==> src/rtl/exp_result_buffer.sv <==
// exp_result_buffer: FWFT FIFO that converts unsigned Q7.25 exp results to saturated Q4.12
module exp_result_buffer #(
  parameter int WIDTHIN = 32,
  parameter int WIDTHOUT = 16,
  parameter int DEPTH = 16,
  parameter int AW = 4
) (
  input  logic                clk,
  input  logic                reset,
  input  logic                s_valid,
  input  logic [WIDTHIN-1:0]  s_data,
  output logic                s_ready,
  output logic                m_valid,
  output logic [WIDTHOUT-1:0] m_data,
  input  logic                m_ready,
  output logic [AW:0]         level,
  output logic [15:0]         sat_count,
  output logic                err_drop
);
  logic [WIDTHOUT-1:0] mem [DEPTH];
  logic [AW:0] wr_ptr, rd_ptr;
  logic wr, rd, sat;
  logic [WIDTHOUT-1:0] conv;
  always_comb begin
    s_ready = level != (AW+1)'(DEPTH);
    m_valid = level != '0;
    m_data = mem[rd_ptr[AW-1:0]];
    wr = s_valid && s_ready;
    rd = m_valid && m_ready;
    sat = |s_data[WIDTHIN-1:WIDTHIN-3];
    conv = sat ? '1 : s_data[WIDTHIN-4 -: WIDTHOUT];
  end
  // storage carries no reset; stale entries are unreachable once level is cleared
  always_ff @(posedge clk)
    if (wr) mem[wr_ptr[AW-1:0]] <= conv;
  always_ff @(posedge clk or posedge reset)
    if (reset) begin
      wr_ptr <= '0;
      rd_ptr <= '0;
      level <= '0;
      sat_count <= '0;
      err_drop <= 1'b0;
    end else begin
      if (wr) wr_ptr <= wr_ptr + 1'b1;
      if (rd) rd_ptr <= rd_ptr + 1'b1;
      if (wr && !rd) level <= level + 1'b1;
      else if (rd && !wr) level <= level - 1'b1;
      if (wr && sat && sat_count != 16'hFFFF) sat_count <= sat_count + 1'b1;
      if (s_valid && !s_ready) err_drop <= 1'b1;
    end
endmodule

==> config.mk <==
export PLATFORM = sky130hd
export DESIGN_NAME = exp_result_buffer
export DESIGN_NICKNAME = d
export VERILOG_FILES = /design/src/rtl/exp_result_buffer.sv
export SDC_FILE = /design/constraint.sdc
export NUM_CORES = 1
export LEC_CHECK = 0
export ABC_AREA = 0
export ABC_CLOCK_PERIOD_IN_PS = 3800
export CAP_MARGIN = 25
export CORE_MARGIN = 1.5
export CORE_UTILIZATION = 61
export CTS_BUF_LIST = sky130_fd_sc_hd__clkbuf_8
export DETAILED_ROUTE_END_ITERATION = 6
export GPL_TIMING_DRIVEN = 0
export PLACE_DENSITY = 0.82
export SYNTH_ARGS = -nofsm -noshare
export SYNTH_HDL_FRONTEND = slang
export SYNTH_SLANG_ARGS = --single-unit
==> constraint.sdc <==
create_clock -name clk -period 3.8 [get_ports clk]
set_clock_uncertainty 0.1 [all_clocks]
set_input_delay 0.76 -clock clk [delete_from_list [all_inputs] [get_ports clk]]
set_output_delay 0.76 -clock clk [all_outputs]
set_load 0.01 [all_outputs]
==> impl_metrics.ini, run 1 <==
[status]
outcome = completed

[routing]
detail_route.first_pass.iterations = 5
routedWlPerCell_um = 23.3
num_vias = 6417
vias_per_cell = 6.29
drt.antenna.violating_nets = 0
wirelength_mm = 23.7
remaining_drc_errors = 0
initialDrtViolationCount = 663

[floorplan]
die_h_um = 140
io_pins = 76
fp.dieArea_um2 = 19700
floorplan.initialDensity_pct = 61.9
placementRows = 50
coreArea_um2 = 18600
fp.dieW_um = 140

[finish]
fin_area_um2 = 13600
fin_nets = 808
fill_cell_total_of_the_finished_layout = 1026
antennaDiodeCount = 0
area.growth.synth_to_final_pct = 18.3
final_core_occ_pct = 73.2
final_layout_size_suffix_gt1_share_pct = 22.2

[synthesis]
share_of_synthesized_flip_flops_with_an_asynchronous_set_or_reset_pct = 10.5
synth_seq_cells = 286
synth_enable_flop_cells = 256
post_synth.cell_area_avg_um2 = 17.9
synth_top_cells_by_area = sky130_fd_sc_hd__edfxtp_1 67%, sky130_fd_sc_hd__dfrtp_1 6.5%, sky130_fd_sc_hd__mux4_2 6.2%
yosysTopAreaCellShare_pct = 66.7
synthMostInstantiatedCell = sky130_fd_sc_hd__edfxtp_1
synth.cells.most_frequent = 256 x sky130_fd_sc_hd__edfxtp_1, 64 x sky130_fd_sc_hd__mux2i_1, 33 x sky130_fd_sc_hd__nand2_1
synth_sequential_area_ratio_pct = 73.2
synth_area_um2 = 11500
synth_flop_cell = sky130_fd_sc_hd__edfxtp_1
biggest_area_consumer_among_synthesized_cells = sky130_fd_sc_hd__edfxtp_1
synthesis.instances = 644
netlist-cell-type-count = 42
synth-warning-count = 0
synth_nets = 691

[critical_path]
worst-endpoint-arrival_ns = 2.88
cp.required_ns = 2.94
crit_type = reg -> out
cp_max_fo = 10
worst_path_max_delay_cell = sky130_fd_sc_hd__clkdlybuf4s50_1
critPathLaunchType = flip-flop
cp_num_buf_inv = 3
path_cells = buf_4 > buf_2 > mux2i_1 > a221oi_1 > a22oi_1 > nand2_1 > clkdlybuf4s50_1
worstSetupEndpointType = output port
cpPeakStageDelay_ns = 0.55
critPathTopFamily = buffers and inverters

[placement]
portBuffers = 62
pre_cts_ws_ns = 0.283
dp_hpwl_mm = 16.0
routability_congestion = 0.862
post_dp_cell_area_um2 = 12600

[clocking]
count_of_hold_fix_buffers_inserted_at_cts = 0
clock_tree.root_cell = sky130_fd_sc_hd__clkbuf_8
worst_setup_hold_path_clk_slew_ns = 0.06
clk-insertion-delay-late_ns = 0.53
max-clock-path-buffers = 3
ctsHtreeMaxLevel = 2
clock_sink_count = 286
clock_tree_from_tritoncts = yes
number_of_buffers_added_by_the_clock_tree_synthesis_step = 43

[sta]
grt_setup_unrepaired = no
timing_max_transition_violations_final = 0
fmax_ghz = 0.268
slew_headroom_pct = 32.2
post-route-worst-setup-slack_ns = 0.0632
worst_pin_slew_ns = 1.02
setup_violations = 0
finalHoldViolations = 0
finalCriticalPeriod_ns = 3.74
period_share_pct = 98.3

[grt]
grt.overflow.total = 0
first_global_vias = 6465
grt_max_degree = 18
track_usage_pct = 24.4
grt_antenna_before_repair = 0
global_route_wire_length_before_repair_mm = 36.2

[worst_hold_path]
worst_hold_path_type = reg -> reg

[run]
max_cap_violations = 0

[power_and_ir_drop]
powerDensity_nw_per_um2 = 728
finalPower_mw = 9.93
power_leakage_nw = 4.64
max-vdd-ir-drop_uv = 520
==> sequential cells by signal, indices dropped and copies added (netlist names) <==
register   count
sat_count     16
rd_ptr         4
mem          256
level          5
wr_ptr         4
err_drop       1
==> routing by layer <==
layer,vias up,GRT usage (%),wire length (um)
met4,0,7.62,409
met5,-,0,0
met2,303,39.3,11900
met3,39,3.86,1510
met1,3288,35.2,9950
li1,2787,-,-
==> where the power goes <==
part	switching (mW)	total (mW)	internal [mW]
registers	0.178	3.96	3.78
logic	2.11	3.79	1.68
clock network	1.10	2.19	1.09
==> cells by family after synthesis <==
logic type,synth area share (%)
buffers and inverters,1.84
xor gates and xnor gates,1.82
and+or+nand+nor,4.88
adders and majority gates,1.26
DFF,73.2
muxes,12.1
AOI/OAI and AO/OA,4.89
==> final cells by class <==
class / count / area [um^2] / area share [%]
clock buffer: 45 / 619 / 4.54
tap: 234 / 293 / 2.15
buffer: 33 / 209 / 1.53
multi-input combinational: 314 / 3200 / 23.4
sequential: 286 / 8440 / 61.8
timing repair buffer: 73 / 738 / 5.41
clock inverter: 26 / 110 / 0.807
inverter: 10 / 37.5 / 0.275
==> path summary, 6_finish.rpt <==
check	start	to	slack (ns)	cells after the start
max in group asynchronous	reset	sat_count[3]	2.53	3
min reg2reg	err_drop	err_drop	0.38	1
max	rd_ptr[0]	m_data[0]	0.06	7
max reg2reg	level[0]	level[4]	0.61	12
min	err_drop	err_drop	0.38	1
min in group asynchronous	reset	level[4]	0.53	2
==> layout by cell type (no fill, tap or decap), drive strengths merged, types with 21 or more instances in the layout <==
cell,netlist,routed
edfxtp,256,256
buf,24,31
nand2,35,35
mux4,32,32
dfrtp,30,30
inv,10,26
clkdlybuf4s50,0,62
mux2i,64,64
xnor2,21,21
a221oi,32,32
clkbuf,10,58
==> per-stage QoR <==
stage	hold slack, ns	setup TNS, ns	instances
floorplan	0.412	0	644
global route	0.398	0	1021
CTS	0.375	-0.354	1022
global placement	0.350	-19.20	940
finish	0.377	0	1021
detailed placement	0.361	0	951
==> what timing repair did <==
action	CTS	global route
buffers inserted	0	0
gates resized for setup	6	58
endpoints found under the hold margin	0	0
pin swaps	0	0
setup endpoints to repair	13	15
Note: power is estimated with default switching activity, not from simulation.
==> run 2: changes to the inputs <==
Settings changed: GPL_TIMING_DRIVEN 0 to default.
==> impl_metrics.ini, run 2 (synthesized netlist as in run 1, its figures left out) <==
[clocking]
worst_setup_hold_path_clk_slew_ns = 0.07
clk-insertion-delay-late_ns = 0.55
clock_sink_count = 286
ctsHtreeMaxLevel = 2
clock_tree.root_cell = sky130_fd_sc_hd__clkbuf_8
number_of_buffers_added_by_the_clock_tree_synthesis_step = 44
clock_tree_from_tritoncts = yes
max-clock-path-buffers = 3

[worst_hold_path]
worst_hold_path_type = reg -> reg

[grt]
first_global_vias = 6694
met2_usage_pct = 44.1
grt_max_degree = 25
globalRoute.busiestLayer = met2
grt.overflow.total = 0
global_route_wire_length_before_repair_mm = 38.3
grt_use_met3_pct = 5.71
global_route_met1_utilization_pct = 34.8
track_usage_pct = 26.6
grt_antenna_before_repair = 0

[critical_path]
cp_max_fo = 20
worstSetupStartpoint = rd_ptr[2]
crit_type = reg -> out
worst-endpoint-arrival_ns = 2.89
cp-endpoint = m_data[11]
timing.reg2reg.worst_path_depth = 12
worstSetupEndpointType = output port
cp.required_ns = 2.94
critPathLaunchType = flip-flop
r2r_slack_ns = 0.79
worstReg2RegStart = level[0]
crit-reg2reg-capture = level[4]

[floorplan]
floorplan.initialDensity_pct = 61.9
fp.dieArea_um2 = 19700
die_h_um = 140
io_pins = 76
fp.dieW_um = 140
coreArea_um2 = 18600
placementRows = 50

[routing]
num_vias = 6534
routedWlPerCell_um = 24.9
drt.antenna.violating_nets = 0
wirelength_mm = 25.6
remaining_drc_errors = 0
initialDrtViolationCount = 562
detail_route.first_pass.iterations = 5
vias_per_cell = 6.35

[placement]
routability_congestion = 0.802
portBuffers = 62
dp_hpwl_mm = 15.1
dp_cells = 944

[finish]
final_layout_size_suffix_gt1_share_pct = 20.3
layout_commonest_cell = sky130_fd_sc_hd__edfxtp_1
antennaDiodeCount = 0
area.growth.synth_to_final_pct = 17.9
fill_cell_total_of_the_finished_layout = 1088
mostFrequentLayoutCells = 256 x sky130_fd_sc_hd__edfxtp_1, 64 x sky130_fd_sc_hd__mux2i_1, 62 x sky130_fd_sc_hd__clkdlybuf4s50_1
fin_nets = 809
largest_register_ff_count = 256
layout.cells.non_filler = 1029
final_core_occ_pct = 72.9

[sta]
grt_setup_unrepaired = yes
fmax_ghz = 0.267
finalHoldViolations = 0
hold_slack_ns = 0.377
period_share_pct = 98.6
setup_violations = 0
finalCriticalPeriod_ns = 3.75
slew_headroom_pct = 35.2
worst_pin_slew_ns = 0.968
timing_max_transition_violations_final = 0

[power_and_ir_drop]
max-vdd-ir-drop_uv = 546
power_leakage_nw = 4.67
finalPower_mw = 9.98
powerDensity_nw_per_um2 = 734

[run]
max_cap_violations = 0

[status]
outcome = completed
run 2: cell types whose count changed in the layout (fill, tap and decap cells not counted), moves of 5 or more:
cell                       change
sky130_fd_sc_hd__a221oi_1     +21
sky130_fd_sc_hd__a221oi_2     -12
sky130_fd_sc_hd__a221oi_4      -9
sky130_fd_sc_hd__buf_2         -9
sky130_fd_sc_hd__buf_4        +28
sky130_fd_sc_hd__buf_6         -8
sky130_fd_sc_hd__clkbuf_2      -5
sky130_fd_sc_hd__clkinv_1      +9
sky130_fd_sc_hd__inv_1         -5
sky130_fd_sc_hd__nor2_1        +6
sky130_fd_sc_hd__nor2_2        -6
run 2: how the worst min path moves through the flow:
stage / from / to / slack (ns) / cells past startpoint
floorplan: err_drop / err_drop / 0.41 / 1
global placement: err_drop / err_drop / 0.35 / 1
detailed placement: err_drop / err_drop / 0.36 / 1
CTS: err_drop / err_drop / 0.38 / 1
global route: err_drop / err_drop / 0.39 / 1
finish: err_drop / err_drop / 0.38 / 1
run 2: cell type report:
cell class / count / area, um^2 / area share, %
inverters: 10 / 37.5 / 0.276
clock inverters: 34 / 218 / 1.60
well taps: 234 / 293 / 2.15
multi-input cells: 314 / 2960 / 21.8
repair buffers: 106 / 1020 / 7.54
flip-flops and latches: 286 / 8440 / 62.1
clock buffers: 45 / 619 / 4.55
run 2: metrics by stage:
step / TNS [ns] / worst slack [ns] / area [um^2]
finish: 0 / 0.0521 / 13600
global route: -0.299 / -0.0618 / 13600
CTS: 0 / 0.0229 / 13500
detailed placement: 0 / 0.501 / 12700
global placement: 0 / 0.561 / 12600
floorplan: 0 / 0.994 / 11500
run 2: worst max-delay path, stage by stage (launching register included):
cell and delay (ns):
sky130_fd_sc_hd__dfrtp_1 0.40, sky130_fd_sc_hd__buf_4 0.25, sky130_fd_sc_hd__and2_1 0.20, sky130_fd_sc_hd__buf_4 0.23, sky130_fd_sc_hd__a221oi_1 0.42, sky130_fd_sc_hd__o21ai_0 0.13
sky130_fd_sc_hd__nand2_1 0.12, sky130_fd_sc_hd__clkdlybuf4s50_1 0.57
run 2: what timing repair did:
action,in CTS,in global routing
setup endpoints to repair,11,12
endpoints found under the hold margin,0,0
hold buffers,0,0
gates resized for setup,2,7
buffers inserted,1,5
run 2: power by group:
group          total (mW)  internal, mW  leakage (nW)  switching (mW)
logic                3.51          1.63          1.66            1.88
clock network        2.43          1.31         0.467            1.12
registers            4.05          3.78          2.54           0.266
total                9.98          6.71          4.67            3.27
run 2: metal layers:
layer  up-vias  share of wire (%)
met2       328                 50
met5         -                  0
met3        75                7.7
met4         0                3.4
met1      3333                 38
li1       2798                  -
==> run 3: changes to the inputs <==
Settings changed: PLACE_DENSITY 0.82 to default, PLACE_DENSITY_LB_ADDON from default to 0.15.
==> impl_metrics.ini, run 3 (synthesized netlist as in run 1, its figures left out) <==
[routing]
initialDrtViolationCount = 459
detail_route.first_pass.iterations = 4
vias_per_cell = 6.17
drt.antenna.violating_nets = 0
num_vias = 6250
remaining_drc_errors = 0
wirelength_mm = 24.4
routedWlPerCell_um = 24.1

[run]
max_cap_violations = 0

[critical_path]
path_cells = buf_4 > and2_1 > buf_4 > a221oi_1 > o21ai_0 > nand2_1 > clkdlybuf4s50_1
cp.required_ns = 2.94
critPathTopFamily = buffers and inverters
cp_max_fo = 18
worst_path_max_delay_cell = sky130_fd_sc_hd__clkdlybuf4s50_1
crit_type = reg -> out
r2r_slack_ns = 0.74
critPathLaunchType = flip-flop
critical-path-top-cell-by-count = sky130_fd_sc_hd__buf_4
worstSetupEndpointType = output port
worst-endpoint-arrival_ns = 2.87
cp_num_buf_inv = 3
cpPeakStageDelay_ns = 0.57

[sta]
grt_setup_unrepaired = yes
setup_violations = 0
slew_headroom_pct = 32.2
finalHoldViolations = 0
period_share_pct = 98.3
post-route-worst-setup-slack_ns = 0.0651
setup_tns_ns = 0
worst_pin_slew_ns = 1.01
fmax_ghz = 0.268
finalCriticalPeriod_ns = 3.73
timing_max_transition_violations_final = 0

[clocking]
clock_tree.root_cell = sky130_fd_sc_hd__clkbuf_8
clock_sink_count = 286
number_of_buffers_added_by_the_clock_tree_synthesis_step = 44
ctsHtreeMaxLevel = 2
clock_tree_from_tritoncts = yes
max-clock-path-buffers = 3
clk-insertion-delay-late_ns = 0.55
worst_setup_hold_path_clk_slew_ns = 0.06

[grt]
grt_antenna_before_repair = 0
grt.overflow.total = 0
global_route_wire_length_before_repair_mm = 37.5
first_global_vias = 6472
track_usage_pct = 25.9
grt_max_degree = 32

[placement]
portBuffers = 62
dp_hpwl_mm = 15.3
routability_congestion = 0.770
dp_cells = 943
post_dp_cell_area_um2 = 12600
pre_cts_ws_ns = 0.459

[finish]
layout_commonest_cell = sky130_fd_sc_hd__edfxtp_1
final_layout_size_suffix_gt1_share_pct = 19.5
fin_area_um2 = 13400
largest_register_ff_count = 256
layout.cells.non_filler = 1013
fin_nets = 802
area.growth.synth_to_final_pct = 16.6
final_core_occ_pct = 72.1
antennaDiodeCount = 0
mostFrequentLayoutCells = 256 x sky130_fd_sc_hd__edfxtp_1, 64 x sky130_fd_sc_hd__mux2i_1, 62 x sky130_fd_sc_hd__clkdlybuf4s50_1

[floorplan]
io_pins = 76
fp.dieArea_um2 = 19700
die_h_um = 140
fp.dieW_um = 140
coreArea_um2 = 18600
floorplan.initialDensity_pct = 61.9
placementRows = 50

[power_and_ir_drop]
power_leakage_nw = 4.60
max-vdd-ir-drop_uv = 419
powerDensity_nw_per_um2 = 716

[status]
outcome = completed

[worst_hold_path]
worst_hold_path_type = reg -> reg
## run 3: cell count changes in the layout (fill, tap and decap cells not counted), sizes merged
cell	change
bufinv	-3
buf	-7
inv	+3
clkinv	-10
clkbuf	+1
## run 3: what timing repair did
action	4_1_cts	5_1_grt
hold buffers	0	0
gates resized for setup	0	11
setup endpoints to repair	4	15
pin swaps	0	0
buffers inserted	0	0
## run 3: routing by layer
| layer | track usage (%) | wire (um) |
|---|---|---|
| met4 | 8.17 | 448 |
| met2 | 43.1 | 12400 |
| met5 | 0 | 0 |
| met1 | 35.2 | 10100 |
| met3 | 4.72 | 1410 |
## run 3: cell type report
type                    count  area, um^2
clock buffers              46         633
inverters                  10        37.5
clock inverters            24        98.8
repair buffers             99         968
flip-flops and latches    286        8440
multi-input cells         314        2980
fillers                  1161        5190
well taps                 234         293
## run 3: power by group
group | switching (mW) | internal, mW
Clock | 1.08 | 1.11
Combinational | 1.83 | 1.58
Sequential | 0.246 | 3.78
## run 3: final timing paths
path,end,startpoint,cells after the start
worst max-delay path,m_data[4],rd_ptr[2],7
worst min-delay path,err_drop,err_drop,1
worst max register to register,level[4],level[0],12
worst min register to register,err_drop,err_drop,1
max in group asynchronous,sat_count[2],reset,3
min in group asynchronous,level[4],reset,2
## run 3: per-stage QoR
step / power [mW] / hold slack (ns)
final: 9.63 / 0.374
after global routing: 10.1 / 0.404
after CTS: 9.63 / 0.377
after detailed placement: 7.43 / 0.362
after global placement: 7.33 / 0.354
after floorplan: 6.09 / 0.412
## run 3: worst reg2reg max path, stage by stage, from the launching register on
cell and delay, ns:
sky130_fd_sc_hd__dfrtp_1 0.47, sky130_fd_sc_hd__nor4_4 0.44, sky130_fd_sc_hd__nand2_1 0.14, sky130_fd_sc_hd__and2_1 0.24, sky130_fd_sc_hd__inv_1 0.13, sky130_fd_sc_hd__ha_1 0.21, sky130_fd_sc_hd__inv_1 0.11, sky130_fd_sc_hd__fa_1 0.42
sky130_fd_sc_hd__a21o_1 0.17, sky130_fd_sc_hd__a21oi_1 0.19, sky130_fd_sc_hd__xnor2_1 0.14, sky130_fd_sc_hd__nor2_1 0.07, sky130_fd_sc_hd__xnor2_1 0.13
